<file path="config.mk">
export PLATFORM = sky130hd
export DESIGN_NAME = mem_bridge_flat
export DESIGN_NICKNAME = d
export VERILOG_FILES = /design/src/rtl/lc3b_types.sv /design/src/rtl/mem_bridge_if.sv /design/src/rtl/wait_counter.sv /design/src/rtl/mem_bridge.sv /design/src/flat_wrapper.sv
export SDC_FILE = /design/constraint.sdc
export NUM_CORES = 1
export LEC_CHECK = 0
export BUFFER_PORTS_ARGS = -buffer_cell sky130_fd_sc_hd__buf_2
export CAP_MARGIN = 40
export CORE_ASPECT_RATIO = 0.8
export CORE_MARGIN = 5
export CORE_UTILIZATION = 45
export DETAILED_ROUTE_END_ITERATION = 8
export PLACE_DENSITY_LB_ADDON = 0.2
export SYNTH_ARGS = -nofsm -noshare
export SYNTH_HDL_FRONTEND = slang
export SYNTH_SLANG_ARGS = --single-unit
</file>
<file path="constraint.sdc">
create_clock -name clk -period 1.95 [get_ports clk]
set_input_delay 0.4875 -clock clk [delete_from_list [all_inputs] [get_ports clk]]
set_output_delay 0.4875 -clock clk [all_outputs]
set_load 0.05 [all_outputs]
</file>
<file path="src/rtl/lc3b_types.sv">
// Shared LC-3b memory-bus types and the bridge state encoding.
package lc3b_types;

  typedef logic [15:0] lc3b_word;
  typedef logic [14:0] lc3b_waddr;
  typedef logic [1:0]  lc3b_mem_wmask;

  typedef enum logic [2:0] {
    IDLE = 3'd0,
    WAIT = 3'd1,
    XFER = 3'd2,
    CAPT = 3'd3,
    RESP = 3'd4
  } bridge_state_e;

  // Lane mask driven to the SRAM for reads; the CPU mask only matters for writes.
  localparam lc3b_mem_wmask READ_LANES = 2'b11;

endpackage

</file>
<file path="src/rtl/mem_bridge_if.sv">
// CPU-side memory bus: request strobes, address/data and the registered response.
interface mem_bridge_if;

  lc3b_types::lc3b_word      mem_address;
  logic                      mem_read;
  logic                      mem_write;
  lc3b_types::lc3b_mem_wmask mem_byte_enable;
  lc3b_types::lc3b_word      mem_wdata;
  lc3b_types::lc3b_word      mem_rdata;
  logic                      mem_resp;

  modport master (
    output mem_address, mem_read, mem_write, mem_byte_enable, mem_wdata,
    input  mem_rdata, mem_resp
  );

  modport slave (
    input  mem_address, mem_read, mem_write, mem_byte_enable, mem_wdata,
    output mem_rdata, mem_resp
  );

endinterface

</file>
<file path="src/rtl/wait_counter.sv">
// 4-bit loadable down-counter with zero/one flags; saturates at zero.
module wait_counter (
  input  logic       clk,
  input  logic       rst_n,
  input  logic       load,
  input  logic [3:0] load_val,
  input  logic       dec,
  output logic       is_zero,
  output logic       is_one
);

  logic [3:0] count_q;

  always_ff @(posedge clk or negedge rst_n) begin
    if (!rst_n) begin
      count_q <= 4'd0;
    end else if (load) begin
      count_q <= load_val;
    end else if (dec && (count_q != 4'd0)) begin
      count_q <= count_q - 4'd1;
    end
  end

  assign is_zero = (count_q == 4'd0);
  assign is_one  = (count_q == 4'd1);

endmodule

</file>
<file path="src/rtl/mem_bridge.sv">
// CPU-to-SRAM bridge: programmable wait states, single-cycle SRAM strobe,
// registered read data and a one-cycle completion pulse.
module mem_bridge
  import lc3b_types::*;
#(
  parameter int unsigned WAIT_CYCLES = 2
) (
  input  logic          clk,
  input  logic          rst_n,
  mem_bridge_if.slave   cpu,
  output lc3b_waddr     sram_addr,
  output logic          sram_ce,
  output logic          sram_we,
  output lc3b_mem_wmask sram_be,
  output lc3b_word      sram_wdata,
  input  lc3b_word      sram_rdata,
  output logic          req_err,
  output lc3b_word      access_count
);

  localparam logic [3:0] WAIT_LD = 4'(WAIT_CYCLES);

  bridge_state_e state_q, state_d;
  logic          op_write_q, op_write_d;
  logic          accept, live_strobe;
  logic          cnt_load, cnt_dec, cnt_zero, cnt_one;
  logic          unused_addr_lsb;

  assign unused_addr_lsb = cpu.mem_address[0];

  wait_counter u_wait (
    .clk      (clk),
    .rst_n    (rst_n),
    .load     (cnt_load),
    .load_val (WAIT_LD),
    .dec      (cnt_dec),
    .is_zero  (cnt_zero),
    .is_one   (cnt_one)
  );

  // The request stays alive in WAIT only while the CPU keeps its original strobe up.
  assign live_strobe = op_write_q ? cpu.mem_write : cpu.mem_read;
  assign op_write_d  = accept ? cpu.mem_write : op_write_q;

  always_comb begin
    state_d  = state_q;
    accept   = 1'b0;
    cnt_load = 1'b0;
    cnt_dec  = 1'b0;
    unique case (state_q)
      IDLE: begin
        if (cpu.mem_read || cpu.mem_write) begin
          accept   = 1'b1;
          cnt_load = 1'b1;
          state_d  = (WAIT_LD == 4'd0) ? XFER : WAIT;
        end
      end
      WAIT: begin
        if (!live_strobe) begin
          state_d = IDLE;
        end else begin
          cnt_dec = 1'b1;
          if (cnt_one || cnt_zero) state_d = XFER;
        end
      end
      XFER:    state_d = op_write_q ? RESP : CAPT;
      CAPT:    state_d = RESP;
      RESP:    state_d = IDLE;
      default: state_d = IDLE;
    endcase
  end

  always_ff @(posedge clk or negedge rst_n) begin
    if (!rst_n) begin
      state_q <= IDLE;
    end else begin
      state_q <= state_d;
    end
  end

  // Strobes are registered from the next state so they line up exactly with XFER/RESP.
  always_ff @(posedge clk or negedge rst_n) begin
    if (!rst_n) begin
      op_write_q    <= 1'b0;
      sram_addr     <= '0;
      sram_wdata    <= '0;
      sram_be       <= 2'b00;
      sram_ce       <= 1'b0;
      sram_we       <= 1'b0;
      cpu.mem_resp  <= 1'b0;
      cpu.mem_rdata <= '0;
      req_err       <= 1'b0;
      access_count  <= '0;
    end else begin
      sram_ce      <= (state_d == XFER);
      sram_we      <= (state_d == XFER) && op_write_d;
      cpu.mem_resp <= (state_d == RESP);
      if (accept) begin
        op_write_q <= cpu.mem_write;
        sram_addr  <= cpu.mem_address[15:1];
        sram_wdata <= cpu.mem_wdata;
        sram_be    <= cpu.mem_write ? cpu.mem_byte_enable : READ_LANES;
        if (cpu.mem_read && cpu.mem_write) req_err <= 1'b1;
      end
      if (state_q == CAPT) cpu.mem_rdata <= sram_rdata;
      if (state_d == RESP) access_count <= access_count + 16'd1;
    end
  end

endmodule
</file>
<file path="src/flat_wrapper.sv">
// flat-port wrapper written by rule: the top's interface ports become plain ports
module mem_bridge_flat import lc3b_types::*;
#(
  parameter int unsigned WAIT_CYCLES = 2
)
  (clk, rst_n, sram_addr, sram_ce, sram_we, sram_be, sram_wdata, sram_rdata, req_err, access_count, cpu_mem_address, cpu_mem_read, cpu_mem_write, cpu_mem_byte_enable, cpu_mem_wdata, cpu_mem_rdata, cpu_mem_resp);
  mem_bridge_if cpu_i ();
  input  logic clk;
  input  logic rst_n;
  output lc3b_waddr sram_addr;
  output logic sram_ce;
  output logic sram_we;
  output lc3b_mem_wmask sram_be;
  output lc3b_word sram_wdata;
  input  lc3b_word sram_rdata;
  output logic req_err;
  output lc3b_word access_count;
  input wire logic [$bits(cpu_i.mem_address)-1:0] cpu_mem_address;
  input wire logic [$bits(cpu_i.mem_read)-1:0] cpu_mem_read;
  input wire logic [$bits(cpu_i.mem_write)-1:0] cpu_mem_write;
  input wire logic [$bits(cpu_i.mem_byte_enable)-1:0] cpu_mem_byte_enable;
  input wire logic [$bits(cpu_i.mem_wdata)-1:0] cpu_mem_wdata;
  output wire logic [$bits(cpu_i.mem_rdata)-1:0] cpu_mem_rdata;
  output wire logic [$bits(cpu_i.mem_resp)-1:0] cpu_mem_resp;
  assign cpu_i.mem_address = cpu_mem_address;
  assign cpu_i.mem_read = cpu_mem_read;
  assign cpu_i.mem_write = cpu_mem_write;
  assign cpu_i.mem_byte_enable = cpu_mem_byte_enable;
  assign cpu_i.mem_wdata = cpu_mem_wdata;
  assign cpu_mem_rdata = cpu_i.mem_rdata;
  assign cpu_mem_resp = cpu_i.mem_resp;
  mem_bridge #(.WAIT_CYCLES(WAIT_CYCLES)) u_core (.clk(clk), .rst_n(rst_n), .cpu(cpu_i), .sram_addr(sram_addr), .sram_ce(sram_ce), .sram_we(sram_we), .sram_be(sram_be), .sram_wdata(sram_wdata), .sram_rdata(sram_rdata), .req_err(req_err), .access_count(access_count));
endmodule
</file>
; ---- Yosys cells after proc, flatten, opt, wreduce, memory -nomap -nowiden
; Cells that the tools add are included.
; Widths: inputs -> output; s select.
[word_totals]
ff_bits = 77
inputBits = 54
output_inout_bits = 69
word_cells = 44
[classes]
addsub = 2
eq_ne = 6
muxes = 14
reduce_logical = 10
[op_table]
columns = operator, count
row1 = $add 16x1->16 const B, 1
row2 = $mux 3, 4
row3 = $pmux 3 s4, 1
row4 = $eq 3x2->1 const B, 3
row5 = $mux 4, 2
row6 = $mux 1, 6
row7 = $eq 4x1->1 const B, 1
row8 = $logic_not 4->1, 1
row9 = $reduce_bool 4->1, 1
row10 = $sub 4x1->4 const B, 1
row11 = $eq 3x1->1 const B, 1
row12 = $eq 3x3->1 const B, 1
row13 = $logic_and 1x1->1, 3
row14 = $logic_not 3->1, 1
row15 = $logic_or 1x1->1, 2
row16 = $mux 2, 1
row17 = $reduce_and 2->1, 1
row18 = $reduce_bool 2->1, 1

; ---- Logic depth before layout (Yosys ltp)
; Gate-level depths: netlist of run 1.
[logic_depth]
word_depth = 7
ltp_mapped = 6
ltp_nobuf = 6

; ---- By module
; From an unflattened synthesis of run 1, not the netlist that was laid out.
[unflattened]
hier_cells = 223
area_unflattened_um2 = 3119.2
[by_module_without_submodules]
columns = mod, n_inst, cells_each, area_per_inst_um2, seq_area_each_um2
row1 = mem_bridge, 1, 193, 2852.7, 1826.8
row2 = wait_counter, 1, 30, 266.5, 100.1

; ---- Worst setup path after synthesis of run 1
; OpenSTA, ideal clock, no wires.
[synth_timing]
kind = reg-to-reg
start = register u_core.u_wait.count_q[0]
end = register u_core.u_wait.count_q[1]
setup_ps = 124
arrival_ps = 1614
t_required_ps = 1826
path_slack_ps = 212
stages_incl_launch_ff = 7
path_buffers = 0
synth_period_minus_slack_ps = 1738
cell_sequence = dfrtp_1 -> inv_1 -> ha_1 -> or3b_2 -> and4_1 -> mux2i_1 -> or2_1
[synth_via]
elab_chain_cells = 3
elab_cells_between_ends = 6
classes_between = add/sub (1) / mux (2) / reduce/logical (3)
[synth_rtl]
columns = item, line_no
row1 = "start, declared", wait_counter.sv:12  ; logic [3:0] count_q;
row2 = "start signal, assigned", wait_counter.sv:18  ; count_q <= load_val;
row3 = "start signal, assigned", wait_counter.sv:20  ; count_q <= count_q - 4'd1;
row4 = $sub 4x1->4 / $reduce_bool 4->1 (equally long branches), "wait_counter.sv:20, wait_counter.sv:19"
row5 = $mux 4 / $logic_and 1x1->1 (equally long branches), wait_counter.sv:19  ; end else if (dec && (count_q != 4'd0)) begin
row6 = $mux 4 / $reduce_bool 2->1 (equally long branches), --
; Parallel ways exist; a longest one is shown, timed or not. The select of a mux whose other input is x is not followed.
; A chain may end at the register's enable or synchronous reset.

; ---- Worst setup path after layout of run 1
; Ends and elaborated chain as after synthesis.

==> impl_results.md, run 1 <==
* Status: completed
* HP Class: primary input to async pin
* Max_slew headroom at 0.709
* Vias in the first global route at 2283
* Share of layout cells above drive strength 1 at 0.563
* YS warnings at 0
* Fmax achieved at 534 MHz
* Clk sink count at 77
* Drt wl/cell at 14.4 um
* Num rows at 27
* Largest family of logic cells by synthesized area: multiplexers
* Crit path required time at 2.18 ns
* Crit path launch type: flop
* Dominant synthesized flop cell: dfrtp_1
* Initial Util at 0.462
* RSZ-0062 raised after global routing: false
* CP bufs+invs at 1
* Reg2reg setup slack at 0.08 ns
* H-tree Lvls at 3
* Die Area at 8870 um^2
* Vias at 2147
* EDFF count, synth at 0
* First DRT Iteration DRCs at 52
* Slew Limit Fails at 0
* Layout area overhead at 31.0%
* N_diodes at 0
* R2r worst-path depth at 6
* Final min period at 1.87 ns
* Sum Neg Setup Slack at 0 ns
* Final Power at 0.00826 W
* RD Place Congestion at 0.807
* Max-cap viol count at 0
* Synth Area in Adders at 0.0157
* Synth Area per Inst at 14.7 um^2
* Post-CTS Setup Bufs at 0
* Setup Skew at 0.00779 ns
* CTS hold repair buffers at 0
* Kind of end point of the critical path: flop
* CTS root buf: clkbuf_8
* Critical path class: flop to flop
* WL final at 6370 um
* Commonest non-fill, non-tap cell in the layout: buf_2
* Power Density at 1980 nW/um^2
* Post-cts sizing count at 0
* Synth Area in Simple Gates at 0.0931
* Number of I/O port buffers at 121
* Compound-gate portion of the synthesized area at 0.0248
* Post-Synthesis Cells at 217
* Register area share after synthesis at 0.605
* Gr usage total at 0.150
* Die X at 104 um
* Final HPWL DP at 4760 um
* Post-layout nets at 408
* CP cell instances: inv_1 > ha_1 > or3b_2 > and4_1 > mux2i_1 > or2_1
* Num CTS Buffers at 9
* Filler cells at 573
* Number of synthesized register bits at 77
* Share of flip-flops with an asynchronous set or reset at 1.00
* Non-Filler Instances at 442
* I/O Pins at 123
* Drt drc at 0
* Tightest Pin Transition at 0.432 ns
* Total grt overflow at 0
* Worst vdd ir at 0.00116 V
* Clk buf depth at 2
* Placed instance area at 3930 um^2
* Clk Latency, worst-skew pair at 0.34 ns
* First-pass GRT wire length at 10900 um
* Routed Antenna Nets at 0
* Worst Path Arrival at 2.10 ns
* PnR worst setup slack at 0.0772 ns
* Drt first pass iters at 4
* Mapped Area at 3180 um^2
* Post-synthesis mux area share at 0.193
* Final-report hold violation count at 0
* Placed Cells at 426
* Design Area, Final at 4170 um^2
* Setup violations, final at 0
* Largest net degree at the start of global routing at 36
* Post-synth cell types at 40
* Initial antenna violation count at 0
* Xor and xnor area share after synthesis at 0.0440
* Most frequent cells in the layout: buf_2 (120), dfrtp_1 (77), mux2_2 (35)
* Crit path max fanout at 4
* CP max stage cell: or3b_2
* R2R Path Start: u_core.u_wait.count_q[0]
* CP Depth at 6
* TritonCTS clock tree: done
* Vias/cell at 4.86
* Static Leak at 2.06 nW
* Syn nets at 275
* DP Worst Slack at 0.104 ns
* Die H at 85.2 um
* Core Area at 6890 um^2
* Slowest stage delay, CP at 0.45 ns
* Crit path max-delay family: simple AND/OR/NAND/NOR gates
* Worst-path clk slew at 0.08 ns
* Tcrit/Tclk final at 0.960
* R2R Path End: u_core.u_wait.count_q[1]
-- worst max-delay path by stage --
| stage | slack, ns | startpoint | end |
|---|---|---|---|
| after detailed placement | 0.10 | u_core.u_wait.count_q[0] | u_core.u_wait.count_q[1] |
| final | 0.08 | u_core.u_wait.count_q[0] | u_core.u_wait.count_q[1] |
| after global routing | 0.007 | u_core.u_wait.count_q[1] | u_core.u_wait.count_q[1] |
| after floorplan | 0.21 | u_core.u_wait.count_q[0] | u_core.u_wait.count_q[1] |
| after CTS | 0.08 | u_core.u_wait.count_q[0] | u_core.u_wait.count_q[1] |
| after global placement | 0.14 | u_core.u_wait.count_q[0] | u_core.u_wait.count_q[1] |
-- layer usage --
metal,track usage,wire (um)
met5,0,0
met4,0.0365,60
met3,0.0875,646
met2,0.216,2760
met1,0.196,2900
-- cells by family (layout without fill, tap and decap cells) --
kind of cell,after synthesis,count (layout)
multiplexers,51,51
buffers and inverters,11,149
XOR/XNOR,16,16
flip-flops,77,77
AND/OR/NAND/NOR,47,47
AO/OA/AOI/OAI,11,11
adder cells (fa/ha/maj),4,4
-- power breakdown --
| part | internal (W) | switching, W | total (W) |
|---|---|---|---|
| Sequential | 0.00222 | 0.000337 | 0.00256 |
| Combinational | 0.00136 | 0.00293 | 0.00429 |
| Clock | 0.000850 | 0.000561 | 0.00141 |
| Total | 0.00443 | 0.00383 | 0.00826 |
-- through the flow --
| step | hold slack, ns | utilization |
|---|---|---|
| after detailed placement | 0.453 | 0.570 |
| after CTS | 0.0668 | 0.605 |
| after floorplan | 0.192 | - |
| after global routing | 0.0800 | 0.605 |
| final | 0.0666 | 0.605 |
| after global placement | 0.449 | 0.570 |
-- state kept, by name (all words and copies together) (netlist names) --
name                   count
u_core.state_q             3
u_core.cpu.mem_resp        1
u_core.req_err             1
u_core.sram_we             1
u_core.sram_be             2
u_core.sram_wdata         16
u_core.access_count       16
u_core.op_write_q          1
u_core.sram_addr          15
u_core.sram_ce             1
u_core.u_wait.count_q      4
u_core.cpu.mem_rdata      16
-- layout make-up --
type                       instances  area (um^2)  area share
sequential                        77         1930       0.462
inverter                           5         18.8     0.00450
clock buffer                      10          128      0.0306
timing repair buffer             128          698       0.167
clock inverter                     6          111      0.0267
tap                               87          109      0.0261
multi-input combinational        129         1180       0.283
-- synth_stat cells, types with 2 or more instances --
cell / instances / area [um^2]
xnor2_1: 15 / 131
and4_1: 3 / 26.3
o22a_1: 2 / 17.5
ha_1: 4 / 50.1
mux2_4: 11 / 165
dfrtp_1: 77 / 1930
mux2_2: 35 / 394
and3_1: 2 / 12.5
inv_1: 5 / 18.8
buf_6: 2 / 22.5
nand2_1: 9 / 33.8
buf_2: 2 / 10.0
nand4_1: 9 / 56.3
mux2i_1: 2 / 20.0
nor2_1: 7 / 26.3
o21ai_0: 3 / 15.0
mux2_1: 3 / 33.8
nand3_1: 4 / 20.0
No activity file was read; power rests on OpenSTA's default activity.
==> inputs of run 2 (changes only) <==
--- a/config.mk
+++ b/config.mk
@@ -9,9 +9,10 @@
 export CAP_MARGIN = 40
 export CORE_ASPECT_RATIO = 0.8
 export CORE_MARGIN = 5
-export CORE_UTILIZATION = 45
+export CORE_UTILIZATION = 44
 export DETAILED_ROUTE_END_ITERATION = 8
 export PLACE_DENSITY_LB_ADDON = 0.2
 export SYNTH_ARGS = -nofsm -noshare
 export SYNTH_HDL_FRONTEND = slang
 export SYNTH_SLANG_ARGS = --single-unit
+export TNS_END_PERCENT = 20
==> constraint.sdc (replaced) <==
create_clock -name clk -period 1.5 [get_ports clk]
set_input_delay 0.375 -clock clk [delete_from_list [all_inputs] [get_ports clk]]
set_output_delay 0.375 -clock clk [all_outputs]
set_load 0.05 [all_outputs]
==> run 2 against run 1 <==
- the flow now finishes with violations (setup timing)
- worst hold slack improved by 0.19 ns
- clock power rose by 23%
- utilization rose by 4.1 points
- clock-buffer cell count rose by 2
- critical path depth did not move
- combinational power rose by 51%
- die area rose by 2.0%
- clock skew rose by 0.0038 ns
- sequential power rose by 32%
- critical endpoint unchanged
- largest cell class unchanged
==> impl_results.md, run 2 (synthesized netlist as in run 1, its figures left out) <==
* FF/Latch Area at 1940 um^2
* Share of layout cells above drive strength 1 at 0.633
* Num CTS Buffers at 9
* Most frequent cells in the layout: buf_2 (119), dfrtp_1 (69), mux2_4 (32)
* Crit path max fanout at 2
* Status: complete, but fails checks
* RSZ-0062 raised after global routing: true
* Clk sink count at 77
* Critical path class: flop to flop
* Clk Latency, worst-skew pair at 0.34 ns
* N_diodes at 0
* Worst vdd ir at 0.00160 V
* WHS Path Cells at 2
* Tightest Pin Transition at 0.377 ns
* Static Leak at 2.26 nW
* CTS root buf: clkbuf_8
* Largest net degree at the start of global routing at 43
* Tcrit/Tclk final at 1.07
* I/O Pins at 123
* Post-layout nets at 429
* Drt first pass iters at 4
* Die X at 105 um
* Int Pwr at 0.00631 W
* Total grt overflow at 0
* Final core utilization at 0.646
* Commonest non-fill, non-tap cell in the layout: buf_2
* Drt wl/cell at 16.4 um
* Setup violations, final at 28
* Failing checks: setup timing
* Max-cap viol count at 0
* TritonCTS clock tree: done
* Vias at 2237
* Fmax achieved at 623 MHz
* Number of I/O port buffers at 121
* Largest registers: u_core.access_count x16, u_core.cpu.mem_rdata x16, u_core.sram_wdata x16
* Initial Util at 0.458
* Power Density at 2580 nW/um^2
* Setup Skew at 0.0116 ns
* Clk pwr share at 0.150
* Sw Pwr at 0.00526 W
* Combinational Power Share at 0.558
* Crit path launch type: flop
* Initial antenna violation count at 0
* Sw frac at 0.455
* Vias in the first global route at 2372
* CP cell instances: inv_2 > ha_4 > or3b_4 > and4_4 > mux2i_1 > or2_1
* HP Class: primary input to flop
* Multi-input gate area in the final layout at 1300 um^2
* RD Place Congestion at 0.757
* Max_slew headroom at 0.749
* H-tree Lvls at 3
* PnR worst setup slack at -0.106 ns
* WL final at 7570 um
* Drt drc at 0
* Gr usage total at 0.166
* Die Area at 9050 um^2
* Final-report hold violation count at 0
* Final Power at 0.0116 W
* Die H at 86.1 um
* First DRT Iteration DRCs at 71
* Worst-path clk slew at 0.08 ns
* First-pass GRT wire length at 12000 um
* Num rows at 27
* Filler cells at 539
* Vias/cell at 4.83
* DP Worst Slack at -0.0999 ns
* Routed Antenna Nets at 0
* Sequential Power Share at 0.291
* Final min period at 1.61 ns
* Slew Limit Fails at 0
* Slowest stage delay, CP at 0.40 ns
* Crit path required time at 1.73 ns
* CP max stage cell: dfrtp_1
* Kind of end point of the critical path: flop
* Final HPWL DP at 5270 um
* R2r worst-path depth at 6
* Clk buf depth at 2
* Worst Path Arrival at 1.84 ns
* Core Area at 6960 um^2
* Layout area overhead at 41.1%
-- run 2: changes by cell type in the layout (fill, tap and decap cells not counted), sizes merged --
cell / before / now
buf: 128 / 146
clkbuf: 10 / 14
bufinv: 3 / 2
clkinvlp: 1 / 0
dlygate4sd3: 0 / 1
-- run 2: cell type report --
class                      count  share of cell area
multi-input combinational    129               0.290
timing repair buffer         149               0.200
clock buffer                  12              0.0345
clock inverter                 4              0.0156
sequential                    77               0.431
inverter                       5             0.00418
tap                           87              0.0242
-- run 2: power by group through the flow --
stage / registers (W) / logic (W) / clock network [W]
finish: 0.00337 / 0.00646 / 0.00174
detailed placement: 0.00336 / 0.00590 / 0
floorplan: 0.00596 / 0.00176 / 0
global route: 0.00347 / 0.00678 / 0.00188
CTS: 0.00334 / 0.00606 / 0.00180
global placement: 0.00330 / 0.00582 / 0
-- run 2: critical path, delay by kind of cell, from the launching register on --
family / cells / cell delay (ns)
multiplexers: 1 / 0.10
AND/OR/NAND/NOR: 3 / 0.77
flip-flops: 1 / 0.40
buffers and inverters: 1 / 0.09
adder cells (fa/ha/maj): 1 / 0.13
-- run 2: what timing repair did --
item                                    in CTS  in global routing
endpoints found under the setup margin      54                 50
hold buffers                                 1                  0
pin swaps                                    3                  3
gates cloned                                 0                  2
resized for setup                           13                 21
endpoints found under the hold margin       27                  0
setup buffers                                2                  2
-- run 2: routing by layer --
metal / up-vias / GRT usage / wire length (um)
met2: 88 / 0.271 / 3560
met5: - / 0 / 0
met3: 9 / 0.0692 / 691
met4: 0 / 0.0523 / 93
met1: 1072 / 0.202 / 3230
li1: 1068 / - / -
-- run 2: path summary, 6_finish.rpt --
path                                                from                        to  slack, ns
worst max-delay path            u_core.u_wait.count_q[1]  u_core.u_wait.count_q[1]      -0.11
worst min-delay path              cpu_mem_byte_enable[1]         u_core.sram_be[1]       0.25
worst max register to register  u_core.u_wait.count_q[1]  u_core.u_wait.count_q[1]      -0.11
worst min register to register   u_core.access_count[15]   u_core.access_count[15]       0.47
max in group asynchronous                          rst_n         u_core.state_q[1]       0.44
min in group asynchronous                          rst_n     u_core.sram_wdata[15]       0.49
-- run 2: through the flow --
stage	setup TNS (ns)	hold WS, ns	cell area [um^2]	std cells
2_1_floorplan	-1.53	0.0794	3200	217
3_3_place_gp	-0.311	0.319	4050	440
3_5_place_dp	-0.387	0.319	4050	440
4_1_cts	-0.518	0.231	4350	459
5_1_grt	-3.27	0.232	4490	463
6_report	-0.976	0.254	4490	463
